[src/rtl/mc_ctrl_pkg.sv]
// Shared definitions for the multicycle RV32I controller: state encodings,
// opcodes, ALUOp / ALUControl codes and datapath mux-select values.
package mc_ctrl_pkg;

  typedef enum logic [3:0] {
    S_FETCH    = 4'd0,
    S_DECODE   = 4'd1,
    S_MEMADR   = 4'd2,
    S_MEMREAD  = 4'd3,
    S_MEMWB    = 4'd4,
    S_MEMWRITE = 4'd5,
    S_EXECR    = 4'd6,
    S_EXECI    = 4'd7,
    S_ALUWB    = 4'd8,
    S_BRANCH   = 4'd9,
    S_JAL      = 4'd10
  } state_e;

  localparam logic [6:0] OP_LW  = 7'b0000011;
  localparam logic [6:0] OP_SW  = 7'b0100011;
  localparam logic [6:0] OP_R   = 7'b0110011;
  localparam logic [6:0] OP_I   = 7'b0010011;
  localparam logic [6:0] OP_BR  = 7'b1100011;
  localparam logic [6:0] OP_JAL = 7'b1101111;

  localparam logic [1:0] ALUOP_ADD   = 2'b00;
  localparam logic [1:0] ALUOP_SUB   = 2'b01;
  localparam logic [1:0] ALUOP_FUNCT = 2'b10;

  localparam logic [2:0] ALU_ADD = 3'b000;
  localparam logic [2:0] ALU_SUB = 3'b001;
  localparam logic [2:0] ALU_AND = 3'b010;
  localparam logic [2:0] ALU_OR  = 3'b011;
  localparam logic [2:0] ALU_SLL = 3'b100;
  localparam logic [2:0] ALU_SLT = 3'b101;

  // ALUSrcA / ALUSrcB / ResultSrc / ImmSrc select values
  localparam logic [1:0] SRCA_PC    = 2'b00;
  localparam logic [1:0] SRCA_OLDPC = 2'b01;
  localparam logic [1:0] SRCA_REG   = 2'b10;
  localparam logic [1:0] SRCB_REG   = 2'b00;
  localparam logic [1:0] SRCB_IMM   = 2'b01;
  localparam logic [1:0] SRCB_FOUR  = 2'b10;
  localparam logic [1:0] RES_ALUOUT = 2'b00;
  localparam logic [1:0] RES_DATA   = 2'b01;
  localparam logic [1:0] RES_ALU    = 2'b10;
  localparam logic [1:0] IMM_I      = 2'b00;
  localparam logic [1:0] IMM_S      = 2'b01;
  localparam logic [1:0] IMM_B      = 2'b10;
  localparam logic [1:0] IMM_J      = 2'b11;

endpackage

[src/rtl/mc_alu_decoder.sv]
// Combinational ALU-control decoder: maps ALUOp/funct3/funct7b5 to a 3-bit
// ALU code, zero-extended to ALUCTRL_W.
module mc_alu_decoder
  import mc_ctrl_pkg::*;
#(
  parameter int ALUCTRL_W = 3
) (
  input  logic [1:0]           alu_op_i,
  input  logic [2:0]           funct3_i,
  input  logic                 op_b5_i,
  input  logic                 funct7b5_i,
  output logic [ALUCTRL_W-1:0] alu_control_o
);

  logic [2:0] code_s;

  // ALU code selection
  always_comb begin
    code_s = ALU_ADD;
    case (alu_op_i)
      ALUOP_ADD: code_s = ALU_ADD;
      ALUOP_SUB: code_s = ALU_SUB;
      ALUOP_FUNCT: begin
        case (funct3_i)
          // only R-type (op[5]=1) with bit 30 set is a subtract; addi never is
          3'b000:  code_s = (op_b5_i & funct7b5_i) ? ALU_SUB : ALU_ADD;
          3'b001:  code_s = ALU_SLL;
          3'b010:  code_s = ALU_SLT;
          3'b110:  code_s = ALU_OR;
          3'b111:  code_s = ALU_AND;
          default: code_s = ALU_ADD;
        endcase
      end
      default: code_s = ALU_ADD;
    endcase
  end

  assign alu_control_o = ALUCTRL_W'(code_s);

endmodule

[src/rtl/multicycle_controller.sv]
// Moore-FSM control unit for the multicycle RV32I datapath.
// Optional: define MC_CTRL_BNE_EN to accept bne (funct3=001) as a branch.
module multicycle_controller
  import mc_ctrl_pkg::*;
#(
  parameter int ALUCTRL_W = 3,
  parameter int STATE_W   = 4
) (
  input  logic                 clk,
  input  logic                 reset,
  input  logic [6:0]           op,
  input  logic [2:0]           funct3,
  input  logic                 funct7b5,
  input  logic                 Zero,
  input  logic                 mem_ready,
  output logic                 PCWrite,
  output logic                 AdrSrc,
  output logic                 MemWrite,
  output logic                 IRWrite,
  output logic                 RegWrite,
  output logic [1:0]           ResultSrc,
  output logic [1:0]           ALUSrcA,
  output logic [1:0]           ALUSrcB,
  output logic [1:0]           ImmSrc,
  output logic [ALUCTRL_W-1:0] ALUControl,
  output logic                 illegal_op,
  output logic [STATE_W-1:0]   dbg_state
);

  state_e     state_q, state_d;
  logic [1:0] alu_op_s;
  logic       pc_update_s, branch_s, ir_write_s, reg_write_s, mem_write_s;
  logic       illegal_s, adr_src_s, taken_s, br_legal_s;
  logic [1:0] result_src_s, src_a_s, src_b_s, imm_src_s;

  // State register
  always_ff @(posedge clk or posedge reset) begin
    if (reset) begin
      state_q <= S_FETCH;
    end else begin
      state_q <= state_d;
    end
  end

  // Branch legality and taken condition from funct3
  always_comb begin
    br_legal_s = 1'b0;
    taken_s    = 1'b0;
    case (funct3)
      3'b000: begin
        br_legal_s = 1'b1;
        taken_s    = Zero;
      end
`ifdef MC_CTRL_BNE_EN
      3'b001: begin
        br_legal_s = 1'b1;
        taken_s    = ~Zero;
      end
`endif
      default: begin
        br_legal_s = 1'b0;
        taken_s    = 1'b0;
      end
    endcase
  end

  // Next-state and state-decoded outputs
  always_comb begin
    state_d      = state_q;
    alu_op_s     = ALUOP_ADD;
    pc_update_s  = 1'b0;
    branch_s     = 1'b0;
    ir_write_s   = 1'b0;
    reg_write_s  = 1'b0;
    mem_write_s  = 1'b0;
    illegal_s    = 1'b0;
    adr_src_s    = 1'b0;
    result_src_s = RES_ALUOUT;
    src_a_s      = SRCA_PC;
    src_b_s      = SRCB_REG;
    case (state_q)
      S_FETCH: begin
        src_b_s      = SRCB_FOUR;
        result_src_s = RES_ALU;
        ir_write_s   = mem_ready;
        pc_update_s  = mem_ready;
        state_d      = mem_ready ? S_DECODE : S_FETCH;
      end
      S_DECODE: begin
        src_a_s = SRCA_OLDPC;
        src_b_s = SRCB_IMM;
        case (op)
          OP_LW, OP_SW: state_d = S_MEMADR;
          OP_R:         state_d = S_EXECR;
          OP_I:         state_d = S_EXECI;
          OP_JAL:       state_d = S_JAL;
          OP_BR: begin
            if (br_legal_s) begin
              state_d = S_BRANCH;
            end else begin
              state_d   = S_FETCH;
              illegal_s = 1'b1;
            end
          end
          default: begin
            state_d   = S_FETCH;
            illegal_s = 1'b1;
          end
        endcase
      end
      S_MEMADR: begin
        src_a_s = SRCA_REG;
        src_b_s = SRCB_IMM;
        if (op == OP_LW) begin
          state_d = S_MEMREAD;
        end else if (op == OP_SW) begin
          state_d = S_MEMWRITE;
        end else begin
          state_d = S_FETCH;
        end
      end
      S_MEMREAD: begin
        adr_src_s = 1'b1;
        state_d   = mem_ready ? S_MEMWB : S_MEMREAD;
      end
      S_MEMWB: begin
        result_src_s = RES_DATA;
        reg_write_s  = 1'b1;
        state_d      = S_FETCH;
      end
      S_MEMWRITE: begin
        adr_src_s   = 1'b1;
        mem_write_s = 1'b1;
        state_d     = mem_ready ? S_FETCH : S_MEMWRITE;
      end
      S_EXECR: begin
        src_a_s  = SRCA_REG;
        alu_op_s = ALUOP_FUNCT;
        state_d  = S_ALUWB;
      end
      S_EXECI: begin
        src_a_s  = SRCA_REG;
        src_b_s  = SRCB_IMM;
        alu_op_s = ALUOP_FUNCT;
        state_d  = S_ALUWB;
      end
      S_ALUWB: begin
        reg_write_s = 1'b1;
        state_d     = S_FETCH;
      end
      S_BRANCH: begin
        src_a_s  = SRCA_REG;
        alu_op_s = ALUOP_SUB;
        branch_s = 1'b1;
        state_d  = S_FETCH;
      end
      S_JAL: begin
        src_a_s     = SRCA_OLDPC;
        src_b_s     = SRCB_FOUR;
        pc_update_s = 1'b1;
        state_d     = S_ALUWB;
      end
      default: state_d = S_FETCH;
    endcase
  end

  // Immediate format follows the opcode directly
  always_comb begin
    imm_src_s = IMM_I;
    case (op)
      OP_I, OP_LW: imm_src_s = IMM_I;
      OP_SW:       imm_src_s = IMM_S;
      OP_BR:       imm_src_s = IMM_B;
      OP_JAL:      imm_src_s = IMM_J;
      default:     imm_src_s = IMM_I;
    endcase
  end

  mc_alu_decoder #(
    .ALUCTRL_W(ALUCTRL_W)
  ) u_alu_dec (
    .alu_op_i     (alu_op_s),
    .funct3_i     (funct3),
    .op_b5_i      (op[5]),
    .funct7b5_i   (funct7b5),
    .alu_control_o(ALUControl)
  );

  // Write enables are suppressed while reset is held so no write escapes an abort
  assign PCWrite    = ~reset & (pc_update_s | (branch_s & taken_s));
  assign IRWrite    = ~reset & ir_write_s;
  assign RegWrite   = ~reset & reg_write_s;
  assign MemWrite   = ~reset & mem_write_s;
  assign illegal_op = ~reset & illegal_s;
  assign AdrSrc     = adr_src_s;
  assign ResultSrc  = result_src_s;
  assign ALUSrcA    = src_a_s;
  assign ALUSrcB    = src_b_s;
  assign ImmSrc     = imm_src_s;
  assign dbg_state  = STATE_W'(state_q);

endmodule

[config.mk]
export PLATFORM = sky130hd
export DESIGN_NAME = multicycle_controller
export DESIGN_NICKNAME = d
export VERILOG_FILES = /design/src/rtl/mc_ctrl_pkg.sv /design/src/rtl/mc_alu_decoder.sv /design/src/rtl/multicycle_controller.sv
export SDC_FILE = /design/constraint.sdc
export NUM_CORES = 1
export LEC_CHECK = 0
export CORE_MARGIN = 3
export CORE_UTILIZATION = 35
export CTS_CLUSTER_DIAMETER = 80
export CTS_CLUSTER_SIZE = 30
export DETAILED_ROUTE_END_ITERATION = 16
export GPL_ROUTABILITY_DRIVEN = 0
export PLACE_DENSITY = 0.76
export SETUP_SLACK_MARGIN = 0.1
export SYNTH_ARGS = -nofsm -noshare
export SYNTH_HDL_FRONTEND = slang
export SYNTH_SLANG_ARGS = --single-unit
[constraint.sdc]
create_clock -name clk -period 1.8 [get_ports clk]
set_input_delay 0.36 -clock clk [delete_from_list [all_inputs] [get_ports clk]]
set_output_delay 0.36 -clock clk [all_outputs]
set_load 0.1 [all_outputs]
==> impl_metrics.py, run 1 <==
metrics = {
    "yosys": {
        "ys_seq_elements": 4,
        "postSynthAreaPerCell_um2": 6.82,
        "syn_area_um2": 668,
        "synth_warnings": 0,
        "syn_nets": 115,
        "ys_types": 37,
        "synth-seq-area-share_pct": 15.0,
        "syn_inst": 98,
    },
    "clocking": {
        "ctsHoldBuffers": 0,
        "clk_path_buf_depth": 2,
        "cts_sinks": 4,
        "cts_made_buffers": 3,
        "cts_max_level": 1,
        "cts_setup_buffers": 12,
        "clockRootBuffer": "clkbuf_4",
        "cts_resized": 69,
    },
    "die": {
        "die_h_um": 49.7,
        "start_util_pct": 37.9,
        "fp-row-count": 15,
        "io_pins": 36,
        "die_w_um": 49.7,
    },
    "outcome": {
        "first-error": "[ERROR DPL-0038] Utilization greater than 100%, impossible to legalize",
        "status": "aborted with a tool error",
        "lastStage": "clock tree synthesis (4_1_cts)",
    },
    "placed_design": {
        "hpwl_um": 3450,
        "portBuffers": 35,
    },
}
-- cells by family after synthesis --
group                      count (synthesis)  synth area share (%)
xor gates and xnor gates                   3                  3.93
AOI/OAI and AO/OA                         23                  23.8
adders and majority gates                  2                  3.74
buffers and inverters                     13                  8.24
and+or+nand+nor                           53                  45.3
DFF                                        4                  15.0
-- through the flow --
step                worst slack [ns]  cell area (um2)  std cells
detailed placement            -0.438             1720        186
global placement              -0.322             1720        186
floorplan                      -1.04              957         98
-- synth_stat cells (all sizes together) --
master | number | area [um2]
o21bai | 1 | 7.51
nand2 | 10 | 37.5
a32oi | 2 | 17.5
a31o | 1 | 8.76
a31oi | 1 | 6.26
or3 | 2 | 12.5
o22ai | 1 | 6.26
nor3b | 2 | 15.0
nor4 | 4 | 25.0
nand2b | 3 | 18.8
a221oi | 1 | 15.0
a2111oi | 1 | 8.76
a21oi | 7 | 35.0
inv | 7 | 26.3
nor4b | 1 | 8.76
ha | 2 | 25.0
nor2b | 1 | 6.26
xor2 | 1 | 8.76
a22oi | 3 | 22.5
nand4b | 1 | 8.76
xnor2 | 2 | 17.5
o21ai | 3 | 15.0
clkbuf | 2 | 8.75
a211oi | 1 | 7.51
buf | 4 | 20.0
nand4bb | 1 | 27.5
nand3 | 3 | 15.0
dfrtp | 4 | 100
and3 | 1 | 6.26
or4 | 1 | 7.51
nor2 | 9 | 33.8
or2 | 3 | 18.8
a211o | 1 | 8.76
nor3 | 9 | 45.0
and2b | 2 | 16.3
==> run 2, diff against run 1 <==
==> config.mk (replaced) <==
export PLATFORM = sky130hd
export DESIGN_NAME = multicycle_controller
export DESIGN_NICKNAME = d
export VERILOG_FILES = /design/src/rtl/mc_ctrl_pkg.sv /design/src/rtl/mc_alu_decoder.sv /design/src/rtl/multicycle_controller.sv
export SDC_FILE = /design/constraint.sdc
export NUM_CORES = 1
export LEC_CHECK = 0
export CORE_AREA = 3 3 64 66
export DETAILED_ROUTE_END_ITERATION = 16
export DIE_AREA = 0 0 67 69
export GPL_ROUTABILITY_DRIVEN = 0
export PLACE_DENSITY_LB_ADDON = 0.15
export SYNTH_ARGS = -nofsm -noshare
export SYNTH_HDL_FRONTEND = slang
export SYNTH_SLANG_ARGS = --single-unit
==> constraint.sdc (replaced) <==
create_clock -name clk -period 2.3 [get_ports clk]
set_input_delay 0.46 -clock clk [delete_from_list [all_inputs] [get_ports clk]]
set_output_delay 0.46 -clock clk [all_outputs]
set_load 0.1 [all_outputs]
==> impl_metrics.py, run 2 <==
metrics = {
    "outcome": {
        "status": "finished, violations left",
        "violations": "setup timing",
    },
    "global_route": {
        "use_met1_pct": 15.3,
        "grt_max_degree": 17,
        "antenna_found_initial": 0,
        "busiest_layer": "met2",
        "grt_use_met3_pct": 1.30,
        "grt_overflow": 0,
        "grt_pass1_vias": 944,
        "use_met2_pct": 18.7,
        "grtUsageTotal_pct": 11.5,
        "grt_first_pass_wirelength_um": 4330,
    },
    "pwr": {
        "irDropWorstVdd_mv": 0.166,
        "seqPwrFrac_pct": 14.5,
        "clkPwrFrac_pct": 26.3,
        "power_mw": 0.549,
        "switching_share_pct": 42.3,
        "p_int_mw": 0.317,
        "comb_power_share_pct": 59.2,
        "power.net_switching_mw": 0.232,
        "p_per_area_nw_per_um2": 321,
        "p_leak_nw": 0.677,
    },
    "detailed_routing": {
        "ant_nets": 0,
        "firstDrtPassIters": 4,
        "vias": 944,
        "drc": 0,
        "avgViaCountPerCell": 4.56,
        "wl_um": 2590,
        "drt_iter0_drc": 23,
        "drt-wirelength-per-cell_um": 12.5,
    },
    "yosys": {
        "yosysMostFrequentCell": "nand2_1",
        "synth-async-reset-ratio_pct": 100,
        "syn_inst": 98,
        "synth-seq-area-share_pct": 15.0,
        "ys_types": 37,
        "synth.top_cell.area_share_pct": 15.0,
        "synthTopCellsByArea": "dfrtp_1 15%, nor3_1 6.7%, nand2_1 5.6%",
        "synth_warnings": 0,
        "synth_area_leader_cell": "dfrtp_1",
        "syn_nets": 115,
        "postSynthAreaPerCell_um2": 6.82,
        "syn_area_um2": 668,
        "ys.flop_type": "dfrtp_1",
        "ys_seq_elements": 4,
        "synth_common_cells": "10 x nand2_1, 9 x nor2_1, 9 x nor3_1, 7 x a21oi_1, 7 x inv_1",
        "synth-edff-count": 0,
    },
    "setup_path": {
        "cp-start-kind": "flop",
        "end_kind": "primary output",
        "crit_arrival_ns": 1.87,
        "worst-setup-path-type": "flop to primary output",
        "cp_top_family": "simple AND/OR/NAND/NOR gates",
        "crit_path_cell_trace": "nand2b_4 > or2_4 > inv_4 > ha_4 > nor4b_4 > buf_12",
        "worstPathRequired_ns": 1.84,
        "critPathMaxStageDelay_ns": 0.45,
        "cp_max_fo": 4,
        "cp_num_buf_inv": 2,
        "crit_slowest_cell": "dfrtp_4",
    },
    "sta": {
        "setup_viol": 1,
        "period_needed_ns": 2.33,
        "whs_ns": 0.599,
        "slew_viol_final": 0,
        "relSlewSlack_pct": 78.3,
        "rsz0062_at_grt": "yes",
        "min_period_over_period_pct": 101,
        "setup_ws_ns": -0.0340,
        "tightest_slew_ns": 0.323,
        "fmax_mhz": 428,
        "hold_viol_final": 0,
        "finalClockSkew_ns": 0.00121,
    },
    "placed_design": {
        "dp.cells": 197,
        "hpwl_um": 2090,
        "portBuffers": 35,
    },
    "clocking": {
        "clockRootBuffer": "clkbuf_8",
        "cts_max_level": 1,
        "cts_made_buffers": 3,
        "cts.clk_slew.worst_paths_ns": 0.03,
        "cts_sinks": 4,
        "insertion_delay_ns": 0.21,
        "cts_tree": "yes",
        "clk_path_buf_depth": 2,
    },
    "cells_and_area": {
        "final_core_util_pct": 47.1,
        "largest_reg_flops": 4,
        "regArea_um2": 115,
        "final_common_cell": "buf_4",
        "layout_common_cells": "32 x buf_4, 18 x buf_12, 11 x clkdlybuf4s50_1",
        "stdcell_count": 207,
        "drive_gt1_share_pct": 57.2,
        "fill_cells": 354,
        "nets": 178,
        "insertedDiodeCount": 0,
        "area_growth_pct": 156,
        "multiInputGateArea_um2": 719,
    },
    "job": {
        "max_cap_viol_count": 0,
    },
    "die": {
        "io_pins": 36,
        "core-area_um2": 3630,
        "die_w_um": 67,
        "die_h_um": 69,
        "fp-row-count": 22,
        "start_util_pct": 18.4,
        "die-area_um2": 4620,
    },
    "min_path": {
        "min_path_type": "input port to async pin",
    },
}
==> run 2: kinds of logic after synthesis <==
kind of cell / synth area share (%)
xor gates and xnor gates: 3.93
adders and majority gates: 3.74
DFF: 15.0
AOI/OAI and AO/OA: 23.8
and+or+nand+nor: 45.3
buffers and inverters: 8.24
==> run 2: repair_timing <==
action | in CTS | in global routing
setup buffers | 0 | 7
setup endpoints to repair | 4 | 5
resized for setup | 2 | 6
hold buffers | 0 | 0
pin swaps | 1 | 2
==> run 2: layout make-up <==
class / instances / share of cell area (%)
Clock buffer: 3 / 2.41
Inverter: 7 / 1.83
Multi-Input combinational cell: 81 / 42.0
Sequential cell: 4 / 6.73
Tap cell: 48 / 3.51
Timing Repair Buffer: 64 / 43.5
==> run 2: power by group through the flow <==
stage               Clock [mW]  Sequential [mW]  Combinational, mW
finish                   0.144           0.0797              0.325
floorplan                    0           0.0968              0.174
global placement             0           0.0820              0.312
detailed placement           0           0.0823              0.315
global route             0.157           0.0801              0.340
CTS                      0.148           0.0814              0.315
==> run 2: metrics by stage <==
step / instance area, um2 / setup slack (ns) / setup TNS (ns)
finish: 1710 / -0.0340 / -0.0340
global route: 1710 / -0.0849 / -0.0950
CTS: 1640 / -0.0542 / -0.0542
detailed placement: 1590 / -0.0485 / -0.103
global placement: 1590 / -0.0401 / -0.0708
floorplan: 927 / -0.643 / -3.11
==> run 2: path summary, 6_finish.rpt <==
| check | slack [ns] | endpoint | depth (start not counted) | startpoint |
|---|---|---|---|---|
| max | -0.03 | ALUControl[2] | 6 | dbg_state[3] |
| min | 0.60 | dbg_state[0] | 3 | reset |
| max reg2reg | 0.63 | dbg_state[2] | 5 | dbg_state[0] |
| min reg2reg | 0.77 | dbg_state[2] | 2 | dbg_state[3] |
| max in group asynchronous | 1.59 | dbg_state[2] | 3 | reset |
| min in group clk | 0.77 | dbg_state[2] | 2 | dbg_state[3] |
==> run 2: worst min-delay path, cell delays in order <==
cell and delay [ns]:
clkdlybuf4s50_1 0.45, inv_1 0.09, buf_4 0.13
==> run 2: layer usage <==
layer	vias to the layer above	routed length, um
met5	-	0
met4	0	44
met3	4	134
met2	30	1290
met1	433	1120
li1	477	-
Power figures use the tool's default switching activity.
